**config.mk**
```make
export PLATFORM = sky130hd
export DESIGN_NAME = memory_monitor_v2
export DESIGN_NICKNAME = d
export VERILOG_FILES = /design/src/rtl/memory_monitor_v2.sv
export SDC_FILE = /design/constraint.sdc
export NUM_CORES = 1
export LEC_CHECK = 0
export ABC_AREA = 1
export ABC_CLOCK_PERIOD_IN_PS = 2300
export BUFFER_PORTS_ARGS = -buffer_cell sky130_fd_sc_hd__buf_2
export CAP_MARGIN = 10
export CORE_MARGIN = 1.5
export CORE_UTILIZATION = 40
export DETAILED_ROUTE_END_ITERATION = 10
export GPL_TIMING_DRIVEN = 0
export SETUP_SLACK_MARGIN = 0.02
export SYNTH_ARGS = -nofsm -noshare
export SYNTH_HDL_FRONTEND = slang
export SYNTH_SLANG_ARGS = --single-unit
```
**constraint.sdc**
```tcl
create_clock -name clk -period 2.3 [get_ports clk]
set_input_delay 0.46 -clock clk [delete_from_list [all_inputs] [get_ports clk]]
set_output_delay 0.46 -clock clk [all_outputs]
set_load 0.005 [all_outputs]
```
**src/rtl/memory_monitor_v2.sv**
```systemverilog
// Multi-channel ring-buffer occupancy monitor with sticky overflow/underflow/address errors.
// Define MEM_MON_PEAK_EN to build the per-channel peak-usage registers.
module memory_monitor_v2 #(
  parameter int unsigned NCH = 4,
  parameter int unsigned AW  = 18,
  parameter int unsigned LW  = 16
) (
  input  logic              clk,
  input  logic              reset_n,
  input  logic              en,
  input  logic [AW-1:0]     limit,
  input  logic [AW-1:0]     afull_thresh,
  input  logic [NCH*AW-1:0] wr_addr,
  input  logic [NCH*AW-1:0] rd_addr,
  input  logic [NCH*LW-1:0] n1,
  input  logic [NCH*LW-1:0] n2,
  input  logic [NCH-1:0]    err_clr,
  input  logic [NCH-1:0]    peak_clr,
  output logic [NCH*AW-1:0] usage,
  output logic [NCH-1:0]    afull,
  output logic [NCH-1:0]    ovf,
  output logic [NCH-1:0]    udf,
  output logic [NCH-1:0]    addr_err,
  output logic              any_err,
  output logic [NCH*AW-1:0] peak
);

  logic [NCH*AW-1:0] usage_n, usage_q;
  logic [NCH-1:0]    set_ovf, set_udf, set_addr;
  logic [NCH-1:0]    ovf_n, udf_n, addr_n;
  logic [NCH-1:0]    ovf_q, udf_q, addr_q, live_q;
  logic              any_err_q;

  always_comb begin
    logic [AW-1:0]        w, r;
    logic [LW-1:0]        d;
    logic signed [AW+1:0] s;
    logic                 do_clamp;
    usage_n  = '0;
    set_ovf  = '0;
    set_udf  = '0;
    set_addr = '0;
    for (int unsigned i = 0; i < NCH; i++) begin
      w        = wr_addr[i*AW +: AW];
      r        = rd_addr[i*AW +: AW];
      d        = n1[i*LW +: LW] - n2[i*LW +: LW];
      s        = '0;
      do_clamp = 1'b0;
      if (limit != '0) begin
        set_addr[i] = (w >= limit) || (r >= limit);
        if (d == '0) begin
          if (w >= r) begin
            s        = $signed({2'b00, w}) - $signed({2'b00, r});
            do_clamp = 1'b1;
          end else begin
            set_udf[i] = 1'b1;
          end
        end else if (d == LW'(1)) begin
          if (w <= r) begin
            s        = $signed({2'b00, limit}) - $signed({2'b00, r}) + $signed({2'b00, w});
            do_clamp = 1'b1;
          end else begin
            set_ovf[i]            = 1'b1;
            usage_n[i*AW +: AW]   = limit;
          end
        end else if (!d[LW-1]) begin
          set_ovf[i]          = 1'b1;
          usage_n[i*AW +: AW] = limit;
        end else begin
          set_udf[i] = 1'b1;
        end
        // out-of-range addresses can push the wide sum outside [0, limit]
        if (do_clamp) begin
          if (s[AW+1])
            usage_n[i*AW +: AW] = '0;
          else if (s[AW:0] > {1'b0, limit})
            usage_n[i*AW +: AW] = limit;
          else
            usage_n[i*AW +: AW] = s[AW-1:0];
        end
      end
    end
    ovf_n  = ({NCH{en}} & set_ovf)  | (ovf_q  & ~err_clr);
    udf_n  = ({NCH{en}} & set_udf)  | (udf_q  & ~err_clr);
    addr_n = ({NCH{en}} & set_addr) | (addr_q & ~err_clr);
  end

  always_ff @(posedge clk or negedge reset_n) begin
    if (!reset_n) begin
      usage_q   <= '0;
      live_q    <= '0;
      ovf_q     <= '0;
      udf_q     <= '0;
      addr_q    <= '0;
      any_err_q <= 1'b0;
    end else begin
      if (en) begin
        usage_q <= usage_n;
        live_q  <= {NCH{limit != '0}};
      end
      ovf_q     <= ovf_n;
      udf_q     <= udf_n;
      addr_q    <= addr_n;
      any_err_q <= |(ovf_n | udf_n | addr_n);
    end
  end

  // live_q keeps afull low in reset and while the channel is disabled
  always_comb begin
    afull = '0;
    for (int unsigned i = 0; i < NCH; i++)
      afull[i] = live_q[i] && (usage_q[i*AW +: AW] >= afull_thresh);
  end

  assign usage    = usage_q;
  assign ovf      = ovf_q;
  assign udf      = udf_q;
  assign addr_err = addr_q;
  assign any_err  = any_err_q;

`ifdef MEM_MON_PEAK_EN
  logic [NCH*AW-1:0] peak_q;

  always_ff @(posedge clk or negedge reset_n) begin
    if (!reset_n) begin
      peak_q <= '0;
    end else begin
      for (int unsigned i = 0; i < NCH; i++) begin
        if (peak_clr[i])
          peak_q[i*AW +: AW] <= en ? usage_n[i*AW +: AW] : '0;
        else if (en && (usage_n[i*AW +: AW] > peak_q[i*AW +: AW]))
          peak_q[i*AW +: AW] <= usage_n[i*AW +: AW];
      end
    end
  end

  assign peak = peak_q;
`else
  logic peak_clr_unused;
  assign peak_clr_unused = |peak_clr;
  assign peak            = '0;
`endif

endmodule

```
==> results of run 1 <==
## power breakdown
part	internal, mW	total, mW	switching [mW]	leakage [nW]
combinational	5.58	13.5	7.95	19.6
sequential	1.70	1.94	0.242	1.10
clock	0.733	1.41	0.675	0.121
## cell type report
| class | count | share of cell area [%] |
|---|---|---|
| diodes | 1 | 0.00647 |
| plain buffers | 119 | 2.22 |
| clock buffers | 9 | 0.583 |
| clock inverters | 6 | 0.123 |
| inverters | 684 | 7.18 |
| multi-input cells | 3972 | 70.1 |
| flip-flops and latches | 86 | 5.58 |
| well taps | 940 | 3.04 |
| repair buffers | 637 | 11.0 |
| repair inverters | 3 | 0.0939 |
## state kept, by name, summed over array words and instances (netlist names)
signal	count
addr_err	4
udf	4
any_err	1
usage	72
ovf	4
live_q	1
## worst max-delay path: cells and delay by family
family	cells	cell delay (ps)
xor gates and xnor gates	2	430
buffers and inverters	7	890
and+or+nand+nor	17	1340
adders and majority gates	4	1120
AOI/OAI and AO/OA	6	890
## worst paths after layout
check                                 from         to  slack (ps)  cells past startpoint
worst max-delay path              limit[0]  usage[13]       -2590                     36
worst min-delay path               reset_n  usage[40]          60                      1
worst max register to register      ovf[2]    any_err        1050                      6
worst min register to register      udf[2]     udf[2]         510                      2
max in group asynchronous          reset_n   usage[0]        1570                      2
min in group clk                err_clr[2]     udf[2]         390                      4
## Yosys cell counts (13+ instances only)
master,n,area share [%]
a21o_1,23,0.61
a21oi_1,334,5.9
a31oi_1,23,0.51
buf_2,16,0.28
buf_4,83,2.2
clkinv_1,21,0.28
dfrtp_1,86,7.6
fa_1,16,1.1
ha_1,500,22
inv_1,653,8.7
nand2_1,1576,21
nand2_2,19,0.42
nand3_1,342,6.0
nand3_2,13,0.46
nand4_1,86,1.9
nor2_1,312,4.1
nor2_2,13,0.29
nor3_1,47,0.83
nor4_1,27,0.60
o211ai_1,14,0.37
o21ai_0,209,3.7
o21bai_1,23,0.61
xnor2_1,91,2.8
xor2_1,100,3.1
## logic make-up after synthesis
family / Yosys count / synth area share (%)
other: 1 / 0.0132
buffers and inverters: 803 / 12.0
adders and majority gates: 516 / 23.2
DFF: 86 / 7.60
xor gates and xnor gates: 191 / 5.91
and+or+nand+nor: 2491 / 37.5
AOI/OAI and AO/OA: 701 / 13.8
## per-layer routing
metal | vias to the layer above | global-route usage, %
met5 | - | 0
met4 | 2 | 9.29
met3 | 192 | 6.74
met2 | 1292 | 50.6
met1 | 16000 | 44.3
li1 | 17100 | -
## what timing repair did
item                       CTS  global route
setup endpoints to repair   90            89
pin swaps                  127           243
cloned                       9             1
resized for setup          371           588
buffers inserted           139           114
## per-stage QoR
step | power [mW] | hold slack (ps) | area (um2) | setup WS [ps] | util (%)
6_report | 16.9 | 55.6 | 38700 | -2590 | 55.2
5_1_grt | 18.2 | 83.9 | 38700 | -2820 | 55.2
4_1_cts | 15.1 | 56.1 | 35400 | -2480 | 50.6
3_5_place_dp | 12.0 | 445 | 32400 | -3930 | 46.3
3_3_place_gp | 12.0 | 489 | 32400 | -3900 | 46.2
2_1_floorplan | 8.81 | 164 | 29200 | -2220 | -
==> results.toml, run 1 <==
[layout]
multi_input_area_mm2 = 0.0271
drive_above_1_share_pct = 28.8
areaGrowthSynthToFinish_pct = 36.6
nNetsFinal = 6347
regArea_mm2 = 0.00216
final.fill_count = 7077
mostFrequentLayoutCells = "1411 x nand2_1, 588 x inv_1, 384 x buf_2"
layout_commonest_cell = "nand2_1"
layout.cells.non_filler = 6457

[sta]
fin_tns_setup_ps = -183940
worst_slack_ps = -2590
skew_ps = 1.49
rsz0062_at_grt = "yes"
finalCritPeriodShare_pct = 212
setup_viol = 83
tightestPinTransition_ps = 726
maxSlewHeadroom_pct = 51.6
finalHoldViolCount = 0
fmax_ghz = 0.205
min_period_ps = 4890
slew_viol_final = 0

[clocking]
clk_pin_slew_ps = 70
cts_max_level = 3
cts_tree = "built"
hold_buffers = 0
clk_path_buf_depth = 2
cts_sinks = 86
cts_root_buf = "clkbuf_16"
numCtsBuffers = 9
clkLatencyLatePin_ps = 360

[job]
cap_violations = 0

[yosys]
synthArstFlopShare_pct = 100
synth_area_mm2 = 0.0283
ys_types = 61
yosysWarnings = 0
synth_ff_type = "dfrtp_1"
syn_inst = 4789
synth_enable_flop_cells = 0
synth-seq-cells = 86
synth_area_per_cell_um2 = 5.91
ys_seq_area_share_pct = 7.60

[detailed_routing]
drc = 0
ant_nets = 0
wl_met2_mm = 54.0
wl_met1_mm = 54.8
dr_total_vias = 34500
top_layer_used = "met5"
wl_per_cell_um = 19.1
vias_per_cell = 5.35
dr.pass1.iters = 6
first_iter_violations = 2517
wl_mm = 124
dr_wl_met3_mm = 10.7

[setup_path]
cp.required_ps = 2560
cpMostUsedCell = "nand2_1"
max_stage_delay_ps = 430
worstPathArrival_ps = 5140
cp-end-kind = "flop"
critPathSlowestCell = "fa_2"
crit_path_start_kind = "primary input"
cp_max_fo = 5
path_class = "in2reg"

[floorplan]
die_width_um = 269
rows = 97
start_util_pct = 40.4
core_mm2 = 0.0700
dieArea_mm2 = 0.0724
die_height_um = 269
ios = 480

[global_route]
overflow = 0
grt_pass1_wl_mm = 178
grt_start_max_net_pins = 53
antenna_found_initial = 4
grt_pass1_vias = 30800
grt_use_total_pct = 32.3

[pwr]
powerDensity_mw_per_mm2 = 437
max-vdd-ir-drop_mv = 0.456
leakagePower_nw = 20.9

[placement]
port-buffer-count = 403
dp.cells = 6204
hpwl_mm = 97.9
globalplace.congestion = 0.973

[run_status]
failed_checks = "setup timing"
status = "finished with violations"

[min_path]
hp-class = "in2async"
No activity file was read; power rests on OpenSTA's default activity.
==> run 2, diff against run 1 <==
--- a/config.mk
+++ b/config.mk
@@ -5,7 +5,7 @@
 export SDC_FILE = /design/constraint.sdc
 export NUM_CORES = 1
 export LEC_CHECK = 0
-export ABC_AREA = 1
+export ABC_AREA = 0
 export ABC_CLOCK_PERIOD_IN_PS = 2300
 export BUFFER_PORTS_ARGS = -buffer_cell sky130_fd_sc_hd__buf_2
 export CAP_MARGIN = 10
==> run 2 against run 1 <==
  * Register-to-register slack lost 940 ps
  * Critical path type unchanged
  * First-iteration DRC count grew 3.6%
  * The run still ends with setup timing left
  * Total power shrank 12%
  * Clock skew grew 13 ps
==> results.toml, run 2 <==
[clocking]
cts_max_level = 3
clk_path_buf_depth = 2
clkLatencyLatePin_ps = 370
cts_sinks = 86
cts_root_buf = "clkbuf_16"
clk_pin_slew_ps = 80
cts_tree = "built"
numCtsBuffers = 9

[yosys]
synthXorXnorAreaFrac_pct = 6.68
yosysWarnings = 0
synth_ff_type = "dfrtp_1"
synth_top_family_by_area = "compound AO/OA/AOI/OAI gates"
synth_enable_flop_cells = 0
netlist.area_leader.share_pct = 25.2
ys_seq_area_share_pct = 8.68
synthTopCellsByCount = "500 x ha_1, 260 x a21oi_1, 256 x inv_1, 207 x nor2_1, 183 x o21ai_0"
synth-seq-cells = 86
syn_inst = 3202
yosysTopAreaCell = "ha_1"
synth_fa_ha_area_share_pct = 26.5
synth_area_per_cell_um2 = 7.74
ys_top_cells_by_area = "ha_1 25%, dfrtp_1 8.7%, a21oi_1 5.2%"
synthMuxAreaShare_pct = 1.54
synth_area_mm2 = 0.0248
synth-compound-area-share_pct = 30.9
yosysMostFrequentCell = "ha_1"
ys_types = 93
synthSimpleGateAreaFrac_pct = 18.2
synthArstFlopShare_pct = 100

[detailed_routing]
ant_nets = 0
wl_mm = 111
wl_per_cell_um = 23.6
dr.pass1.iters = 5
dr_total_vias = 28300
vias_per_cell = 6.02
drc = 0
first_iter_violations = 2608

[layout]
final.fill_count = 5813
utilization_pct = 54.7
areaGrowthSynthToFinish_pct = 35.7
layout_commonest_cell = "ha_1"
largest_register_ff_count = 72
drive_above_1_share_pct = 30.6
nNetsFinal = 4733
layout.cells.non_filler = 4696
mostFrequentLayoutCells = "459 x ha_1, 380 x buf_2, 254 x buf_4"

[setup_path]
timing.rr.start = "udf[1]"
r2r-end = "any_err"
cp-end-kind = "flop"
crit_path_start_kind = "primary input"
cp.required_ps = 2490
worstPathArrival_ps = 6390
crit_start = "n1[32]"
reg2reg_slack_ps = 110
reg2regPathDepth = 5
cp_max_fo = 10
path_class = "in2reg"

[floorplan]
die_height_um = 252
die_width_um = 252
core_mm2 = 0.0615
dieArea_mm2 = 0.0635
rows = 91
ios = 480
start_util_pct = 40.3

[job]
cap_violations = 0

[global_route]
use_met2_pct = 52.7
grt_start_max_net_pins = 70
busiest_layer = "met2"
antenna_found_initial = 8
grt_pass1_wl_mm = 161
grt_use_total_pct = 33.2
grtUsageMet1_pct = 42.7
overflow = 0
grt_pass1_vias = 26300
grt_use_met3_pct = 6.94

[sta]
tightestPinTransition_ps = 866
hold_slack_ps = 501
fin_tns_setup_ps = -268700
setup_viol = 89
skew_ps = 14.6
finalCritPeriodShare_pct = 269
rsz0062_at_grt = "yes"
worst_slack_ps = -3900
maxSlewHeadroom_pct = 42.3
slew_viol_final = 0
fmax_ghz = 0.161
min_period_ps = 6200
finalHoldViolCount = 0

[placement]
globalplace.congestion = 0.960
post-place-ws_ps = -5560
hpwl_mm = 85.4
port-buffer-count = 403
dp.cells = 4467

[run_status]
status = "finished with violations"
failed_checks = "setup timing"

[min_path]
hold_start = "err_clr[0]"
hp-class = "in2reg"
hold-path-endpoint = "addr_err[0]"
holdPathStages = 3

[pwr]
max-vdd-ir-drop_mv = 0.335
leakagePower_nw = 16.4
powerDensity_mw_per_mm2 = 439
-- run 2: cell types whose count changed in the layout (fill, tap and decap cells not counted), moves of 92 or more --
| cell | change |
|---|---|
| nand2_1 | -1274 |
| inv_1 | -369 |
| nand3_1 | -197 |
| nand2_2 | -142 |
| a21o_1 | +125 |
| nand3_2 | -92 |
-- run 2: final cells by class --
class	count	area [um2]	share of cell area, %
Antenna cell	3	7.51	0.0223
Tap cell	790	988	2.94
Clock buffer	9	225	0.670
Buffer	141	1220	3.63
Inverter	257	1100	3.27
Timing Repair Buffer	618	4160	12.4
Multi-Input combinational cell	2785	23700	70.5
Clock inverter	7	72.6	0.216
Sequential cell	86	2160	6.41
-- run 2: repair_timing --
item                       in CTS  in global routing
gates cloned                    7                  1
pin swaps                     216                106
setup endpoints to repair      90                 90
hold endpoints to repair       17                  0
setup buffers                 192                 35
hold buffers                    1                  0
gates resized for setup       436                156
-- run 2: worst max path at each step --
stage          slack [ps]   endpoint  cells after the start
2_1_floorplan       -3620  usage[36]                     28
3_3_place_gp        -5590  usage[32]                     30
3_5_place_dp        -5560  usage[32]                     29
4_1_cts             -3630  usage[37]                     33
5_1_grt             -4100  usage[53]                     27
6_report            -3900  usage[53]                     27
-- run 2: report_power, final --
part	internal [mW]	switching, mW	total (mW)
combinational	4.95	6.10	11.1
clock	0.768	0.745	1.51
sequential	1.76	0.454	2.21
-- run 2: through the flow --
stage / power [mW] / instance area, um2
floorplan: 8.12 / 25900
global placement: 11.0 / 28900
detailed placement: 11.1 / 28900
CTS: 14.1 / 32800
global route: 15.7 / 33600
finish: 14.8 / 33600
-- run 2: layer usage --
metal / up-vias / routed length, um
met1: 13300 / 46000
met2: 1352 / 48400
met5: - / 35
li1: 13300 / -
met4: 6 / 6400
met3: 295 / 10100
-- run 2: critical path: stages --
cell       delay (ps)
buf_6              80
inv_4              30
ha_4              150
fa_2              380
nor2b_4           160
o2111ai_2         150
nand3b_1          130
xor2_1             90
or4b_4            560
nor4_4            320
nand4_2           310
nor3_4            250
buf_4             180
clkbuf_2          280
a22o_1            320
ha_1              300
a21o_1            180
a21o_1            190
a21oi_1           220
o21ai_2           110
nand2b_4          150
o21a_4            250
nor4_4            200
o311ai_4          270
buf_4             220
a221oi_2          270
o32ai_1           160
-- run 2: cells by family (layout without fill, tap and decap cells) --
logic type      after synthesis  in the layout
compound gates             1124           1124
fa+ha+maj                   516            516
mux                          38             38
flops                        86             86
xor+xnor                    189            189
buf+inv                     402           1032
other cells                   1             75
simple gates                846            846
